==> config.mk <==
export PLATFORM = sky130hd
export DESIGN_NAME = mod3_residue
export DESIGN_NICKNAME = d
export VERILOG_FILES = /design/src/rtl/mult_pkg.sv /design/src/rtl/mod3_residue.sv
export SDC_FILE = /design/constraint.sdc
export NUM_CORES = 1
export LEC_CHECK = 0
export BUFFER_PORTS_ARGS = -buffer_cell sky130_fd_sc_hd__buf_4
export CAP_MARGIN = 20
export CORE_AREA = 5 5 42 44
export DETAILED_ROUTE_END_ITERATION = 10
export DIE_AREA = 0 0 47 49
export PLACE_DENSITY = 0.53
export SYNTH_ARGS = -nofsm -noshare
export SYNTH_HDL_FRONTEND = slang
export SYNTH_SLANG_ARGS = --single-unit
==> constraint.sdc <==
create_clock -name vclk -period 13.92
set_input_delay 2.784 -clock vclk [all_inputs]
set_output_delay 2.784 -clock vclk [all_outputs]
set_load 0.01 [all_outputs]
==> src/rtl/mult_pkg.sv <==
// Shared types and mod-3 helpers for the sequential multiplier with residue check.
package mult_pkg;

    typedef enum logic [1:0] {IDLE, RUN, CHECK, DONE} state_e;

    localparam int MAX_WIDTH = 32;
    localparam int CNT_W     = $clog2(MAX_WIDTH + 1);

    // A 2-bit group b1*2+b0 is congruent to b0-b1 mod 3, so only the value 3 folds to 0.
    function automatic logic [1:0] fold2(input logic [1:0] x);
        return (x == 2'd3) ? 2'd0 : x;
    endfunction

    function automatic logic [1:0] mod3_add(input logic [1:0] r1, input logic [1:0] r2);
        logic [2:0] s;
        s = {1'b0, r1} + {1'b0, r2};
        return (s >= 3'd3) ? 2'(s - 3'd3) : s[1:0];
    endfunction

    function automatic logic [1:0] mod3_mul(input logic [1:0] r1, input logic [1:0] r2);
        logic [3:0] p;
        p = {2'b00, r1} * {2'b00, r2};
        return mod3_add(fold2(p[1:0]), fold2(p[3:2]));
    endfunction

endpackage

==> src/rtl/mod3_residue.sv <==
// Combinational N-bit value -> residue mod 3, as a balanced tree over 2-bit groups.
module mod3_residue
    import mult_pkg::*;
#(
    parameter int N = 8
) (
    input  logic [N-1:0] x_i,
    output logic [1:0]   r_o
);

    localparam int NP = (N + 1) / 2;
    localparam int LP = 2 ** $clog2(NP);
    localparam int PW = 2 * LP;

    logic [PW-1:0] x_pad;

    assign x_pad = PW'(x_i);

    // Groups carry weight 4^k == 1 (mod 3), so their residues simply add up the tree.
    always_comb begin
        logic [1:0] node [2*LP];
        for (int i = 0; i < 2 * LP; i++) begin
            node[i] = 2'd0;
        end
        for (int i = 0; i < LP; i++) begin
            node[LP + i] = fold2(x_pad[2*i +: 2]);
        end
        for (int i = LP - 1; i >= 1; i--) begin
            node[i] = mod3_add(node[2*i], node[2*i + 1]);
        end
        r_o = node[1];
    end

endmodule

=== Word level (Yosys, flattened, before mapping) ===
Cells that the tools add are included.

* Flip-flop bits (word level): 0
* Word-level logic and storage cells: 20

* $add $sub $neg: 6
* Equal/unequal tests: 4
* Mux-type cells: 7
* Order comparisons: 3

{| class="wikitable"
|+ Operator list
! cell !! count
|-
| $mux 2 || 7
|-
| $add 2x2->3 || 3
|-
| $ge 3x2->1 const B || 3
|-
| $eq 2x2->1 const B || 4
|-
| $sub 2x2->2 const B || 3
|}

=== Logic depth before layout (Yosys ltp) ===
Gate-level depths: netlist of run 1.

* Depth after elaboration: 8
* Gate-level depth with buffers: 11
* Mapped depth without buffers: 11

=== Worst setup path before layout of run 1 ===
Ideal clock, no wire load.

* Kind: input to output
* From: in x_i[2]
* To: out r_o[0]
* Arrival: 5.821 ns
* Required time: 11.136 ns
* Setup slack: 5.315 ns
* Cell stages on the path: 11
* Cells stage by stage: nor2b_1 -> ha_1 -> fa_1 -> ha_1 -> or4b_1 -> o21ai_0 -> ha_1 -> fa_1 -> ha_1 -> or4b_1 -> o21ai_0

* Cells in the longest elaborated chain, start to end: 8
* Elaborated cells on any way between the ends: 10
* Those cells by class: add/sub (4); order compare (2); eq/ne (1); mux (3)

{| class="wikitable"
|+ RTL lines
! element !! line !! text
|-
| start, declared || mod3_residue.sv:7 || <nowiki>input logic [N-1:0] x_i,</nowiki>
|-
| $eq 2x2->1 || mult_pkg.sv:11 || <nowiki>return (x == 2'd3) ? 2'd0 : x;</nowiki>
|-
| $mux 2 * || mult_pkg.sv:11 ||
|-
| $add 2x2->3 * || mult_pkg.sv:16 || <nowiki>s = {1'b0, r1} + {1'b0, r2};</nowiki>
|-
| $ge 3x2->1 or $sub 2x2->2 (tied branches) || mult_pkg.sv:17 || <nowiki>return (s >= 3'd3) ? 2'(s - 3'd3) : s[1:0];</nowiki>
|-
| $mux 2 * || mult_pkg.sv:17 ||
|-
| $add 2x2->3 * || mult_pkg.sv:16 ||
|-
| $ge 3x2->1 or $sub 2x2->2 (tied branches) || mult_pkg.sv:17 ||
|-
| $mux 2 * || mult_pkg.sv:17 ||
|-
| end, declared || mod3_residue.sv:8 || <nowiki>output logic [1:0] r_o</nowiki>
|}

Every way passes the cells marked *; elsewhere a longest branch is shown, timed or not.

=== Worst setup path after layout of run 1 ===
Same ends and word-level chain as after synthesis.

==> results of run 1 <==
## layer usage
metal	track usage, %	wire [µm]
met1	5.07	224
met3	0	24
met5	0	0
met2	8.60	252
met4	0	0
## logic make-up after synthesis
logic type | Yosys count | share of synthesized area (%)
and+or+nand+nor | 17 | 37.1
adders and majority gates | 9 | 47.2
AOI/OAI and AO/OA | 6 | 15.7
## through the flow
step | area (µm²) | cells | total power, W | util, % | setup WS [ns]
after floorplan | 287 | 32 | 0.0000227 | - | 5.31
after global placement | 382 | 58 | 0.0000344 | 27.2 | 4.99
after detailed placement | 382 | 58 | 0.0000350 | 27.2 | 4.96
after CTS | 382 | 58 | 0.0000354 | 27.2 | 4.93
after global routing | 382 | 58 | 0.0000389 | 27.2 | 4.80
final | 382 | 58 | 0.0000348 | 27.2 | 4.96
## synth_stat cells, drive strengths merged
cell,number
o32a,3
o21ai,3
fa,3
nor2,3
nor2b,8
nor3,3
ha,6
or4b,3
## report_power, final
group | switching, W | internal, W
logic | 0.0000157 | 0.0000192
clock network | 0 | 0
registers | 0 | 0
total | 0.0000157 | 0.0000192
## worst max-delay path by stage
stage / endpoint / slack, ns / cells past startpoint
final: r_o[0] / 4.96 / 13
after global routing: r_o[0] / 4.80 / 13
after CTS: r_o[0] / 4.93 / 13
after detailed placement: r_o[0] / 4.96 / 13
after global placement: r_o[0] / 4.99 / 13
after floorplan: r_o[0] / 5.31 / 11
## tightest hold or removal path, delay by kind of cell
| family | cells | cell delay, ns |
|---|---|---|
| AOI/OAI and AO/OA | 2 | 0.28 |
| adders and majority gates | 2 | 0.48 |
| buffers and inverters | 2 | 0.22 |
| and+or+nand+nor | 1 | 0.04 |
## layout make-up
cell class / count / area (µm²) / area share, %
Tap cell: 16 / 20.0 / 5.25
Multi-Input combinational cell: 32 / 287 / 75.1
Timing Repair Buffer: 10 / 75.1 / 19.7
## layout by cell type, fill, tap and decap left out, drive strengths merged
cell type  Yosys  layout
buf            0      10
fa             3       3
ha             6       6
nor2           3       3
nor2b          8       8
nor3           3       3
o21ai          3       3
o32a           3       3
or4b           3       3
==> results.py, run 1 <==
metrics = {
    "run_status": {
        "status": "finished clean",
    },
    "worst_hold_path": {
        "hold_depth": 7,
        "min_to": "r_o[0]",
        "hold_path_class": "primary input to primary output",
        "hp-start": "x_i[5]",
    },
    "timing": {
        "hold_slack_ns": 6.59,
        "hold_viol": 0,
        "fmax_ghz": 0.112,
        "post-route-period-util_pct": 64.4,
        "worstMarginPinSlew_ns": 0.167,
        "setup_viol_count_final": 0,
        "slew_headroom_pct": 88.7,
        "drv_slew": 0,
        "period_needed_ns": 8.96,
        "setup-tns-final_ns": 0,
        "rsz0062_at_grt": "false",
    },
    "routing": {
        "wirelength_um": 502,
        "via_count": 278,
        "vias_per_cell": 4.79,
        "wire_per_inst_um": 8.66,
        "drt-pass1-iter-count": 4,
        "drc": 0,
        "ant_nets": 0,
        "initialDrtViolationCount": 4,
    },
    "yosys": {
        "yosysSeqAreaShare_pct": 0,
        "synth.avg_cell_area_um2": 8.95,
        "ys_top_cells_by_area": "ha_1, fa_1, nor2b_1",
        "synth_area_leader_cell": "ha_1",
        "synth_nets": 49,
        "syn_inst": 32,
        "netlist_area_um2": 287,
        "synthDistinctLibCells": 8,
        "synth.top_cell.area_share_pct": 26.2,
        "yosysWarnings": 0,
    },
    "floorplan": {
        "start_util_pct": 20.4,
        "die_x_um": 47,
        "die_h_um": 49,
        "die_area_um2": 2300,
        "fp.coreArea_um2": 1400,
        "num_io_pins": 10,
        "row_count": 14,
    },
    "clock_network": {
        "hold_buffers": 0,
        "cts_resized": 0,
        "post_cts_buffers": 0,
    },
    "setup_path": {
        "critPathBufInv": 2,
        "critPathMaxStageDelay_ns": 0.51,
        "start_kind": "primary input",
        "crit_fanout": 4,
        "crit_family": "adder cells",
        "criticalPathCategory": "primary input to primary output",
        "cp-end-kind": "primary output",
        "worstPathArrival_ns": 6.18,
        "required_ns": 11.14,
        "crit_chain": "buf_4, nor2b_1, ha_1, fa_1, ha_1, or4b_1, o21ai_0, ha_1, fa_1, ha_1, or4b_1, o21ai_0, buf_4",
        "crit_start": "x_i[2]",
        "cpMostUsedCell": "ha_1",
        "cp_slowest_cell": "or4b_1",
    },
    "place": {
        "place.gp.congestion": 0.597,
        "hpwl_um": 464,
        "portBuffers": 10,
    },
    "power": {
        "leakage_nw": 0.175,
        "p_per_area_nw_per_um2": 91.3,
        "ir_drop_mv": 0.0645,
    },
    "layout": {
        "final-seq-area_um2": 0,
        "clock_buffers": 0,
        "areaGrowthSynthToFinish_pct": 33.2,
        "final_nets": 61,
        "nFlopsAndLatches": 0,
        "diodes": 0,
        "nFillCells": 167,
        "layout-drive-gt1-share_pct": 23.8,
    },
    "global_route": {
        "grt_pass1_wl_um": 821,
        "grt-ovfl-total": 0,
        "grt_max_degree": 5,
        "grt_pass1_vias": 245,
        "globalRouteTotalUtil_pct": 4.30,
        "antenna_found_initial": 0,
    },
    "run": {
        "cap_violations": 0,
    },
}
Power figures use the tool's default switching activity.
==> run 2: changes to the inputs <==
ABC_AREA = 1   (was not set)
PLACE_DENSITY = 0.58   (was 0.53)
clock period = 9.2 ns   (was 13.92 ns; I/O delays follow)
==> run 2 against run 1 <==
Compared with the run above:
- sequential share of layout area stayed put
- largest power group unchanged
- highest routed layer unchanged
- first-iteration DRC count unchanged
- non-clock buffer count unchanged
- cell count grew 52%
==> results.py, run 2 <==
metrics = {
    "timing": {
        "post-route-period-util_pct": 69.7,
        "period_needed_ns": 6.42,
        "setup-tns-final_ns": 0,
        "setup_viol_count_final": 0,
        "hold_viol": 0,
        "drv_slew": 0,
        "rsz0062_at_grt": "false",
        "worstMarginPinSlew_ns": 0.199,
        "fmax_ghz": 0.156,
        "hold_slack_ns": 4.61,
        "slew_headroom_pct": 86.7,
    },
    "global_route": {
        "grt-ovfl-total": 0,
        "grt_pass1_wl_um": 1040,
        "grt_pass1_vias": 293,
        "grt_max_degree": 5,
        "antenna_found_initial": 0,
        "globalRouteTotalUtil_pct": 5.56,
    },
    "clock_network": {
        "cts_resized": 0,
        "hold_buffers": 0,
        "post_cts_buffers": 0,
    },
    "worst_hold_path": {
        "hold_path_class": "primary input to primary output",
        "hold_depth": 9,
    },
    "setup_path": {
        "crit_chain": "buf_4, inv_1, nor2_1, ha_1, fa_1, ha_1, nor2_1, nand2_1, a21oi_1, ha_1, fa_1, ha_1, nor2_1, nand2_1, a21oi_1, buf_4",
        "cp-end-kind": "primary output",
        "criticalPathCategory": "primary input to primary output",
        "cp_num_cells": 16,
        "cpMostUsedCell": "ha_1",
        "start_kind": "primary input",
        "worstPathArrival_ns": 4.58,
        "crit_fanout": 3,
        "critPathMaxStageDelay_ns": 0.49,
        "critPathBufInv": 3,
        "required_ns": 7.36,
        "cp_slowest_cell": "fa_1",
        "crit_family": "adder cells",
    },
    "layout": {
        "clock_buffers": 0,
        "final_cell_mix": "inv_1, nor2_1, buf_4",
        "diodes": 0,
        "areaGrowthSynthToFinish_pct": 27.5,
        "nFlopsAndLatches": 0,
        "final_common_cell": "inv_1",
        "final-seq-area_um2": 0,
        "final_nets": 91,
        "layout-drive-gt1-share_pct": 15.3,
    },
    "power": {
        "clockPowerShare_pct": 0,
        "comb_power_share_pct": 100.0,
        "p_sw_w": 0.0000322,
        "p_per_area_nw_per_um2": 140,
        "finalPower_w": 0.0000616,
        "ir_drop_mv": 0.102,
        "leakage_nw": 0.294,
        "p_int_w": 0.0000294,
        "p_seq_share_pct": 0,
        "switching_share_pct": 52.3,
    },
    "yosys": {
        "ys_top_cells_by_area": "inv_1, ha_1, fa_1",
        "ys_top_cells_by_count": "inv_1, nor2_1, nand2_1",
        "netlist_area_um2": 345,
        "syn_inst": 62,
        "synthDistinctLibCells": 9,
        "yosysSeqAreaShare_pct": 0,
        "synth.avg_cell_area_um2": 5.57,
        "synth_most_common_cell": "inv_1",
        "synth.top_cell.area_share_pct": 22.8,
        "synth_nets": 79,
        "yosysWarnings": 0,
        "synth_area_leader_cell": "inv_1",
    },
    "routing": {
        "drc": 0,
        "wire_per_inst_um": 7.03,
        "initialDrtViolationCount": 4,
        "ant_nets": 0,
        "vias_per_cell": 4.08,
        "wirelength_um": 619,
        "via_count": 359,
        "drt-pass1-iter-count": 3,
    },
    "run_status": {
        "status": "finished clean",
    },
    "floorplan": {
        "start_util_pct": 24.6,
        "num_io_pins": 10,
        "die_area_um2": 2300,
        "fp.coreArea_um2": 1400,
        "die_x_um": 47,
        "die_h_um": 49,
        "row_count": 14,
    },
    "place": {
        "portBuffers": 10,
        "place.gp.congestion": 0.673,
        "hpwl_um": 606,
    },
    "run": {
        "cap_violations": 0,
    },
}
## run 2: area by class of cell
type                       count  area [µm²]
inverter                      21        78.8
tap                           16        20.0
timing repair buffer          10        75.1
fill                         170         961
multi-input combinational     41         267
## run 2: worst min-delay path, stage by stage
cell and delay [ns]:
buf_4 0.08, inv_1 0.03, nor2_1 0.08, ha_1 0.18
nand3_1 0.08, o21ai_0 0.07, ha_1 0.18, a21oi_1 0.08
buf_4 0.13
## run 2: power by group through the flow
stage / combinational [W] / clock, W / sequential (W)
finish: 0.0000616 / 0 / 0
global route: 0.0000714 / 0 / 0
CTS: 0.0000637 / 0 / 0
detailed placement: 0.0000631 / 0 / 0
global placement: 0.0000611 / 0 / 0
floorplan: 0.0000418 / 0 / 0
## run 2: cell families (layout without fill, tap and decap cells)
logic type | after synthesis | count (layout) | synth area share (%)
AND/OR/NAND/NOR | 26 | 26 | 29.3
AO/OA/AOI/OAI | 6 | 6 | 8.69
buffers and inverters | 21 | 31 | 22.8
adder cells (fa/ha/maj) | 9 | 9 | 39.1
## run 2: path summary, 6_finish.rpt
path | slack (ns) | from | endpoint
min | 4.61 | x_i[4] | r_o[0]
max | 2.78 | x_i[2] | r_o[0]
## run 2: routing by layer
layer  vias to the layer above  wire [µm]  track usage [%]  part of all wire, %
li1                        199          -                -                    -
met1                       154        229             6.80                   37
met2                         6        345             10.9                   56
met3                         0         44                0                  7.1
met4                         0          0                0                    0
met5                         -          0                0                    0
## run 2: per-stage QoR
step / cell area (µm²) / util, % / setup slack, ns / instances
3_3_place_gp: 440 / 31.4 / 2.81 / 88
6_report: 440 / 31.4 / 2.78 / 88
5_1_grt: 440 / 31.4 / 2.53 / 88
3_5_place_dp: 440 / 31.4 / 2.75 / 88
4_1_cts: 440 / 31.4 / 2.72 / 88
2_1_floorplan: 345 / - / 3.11 / 62
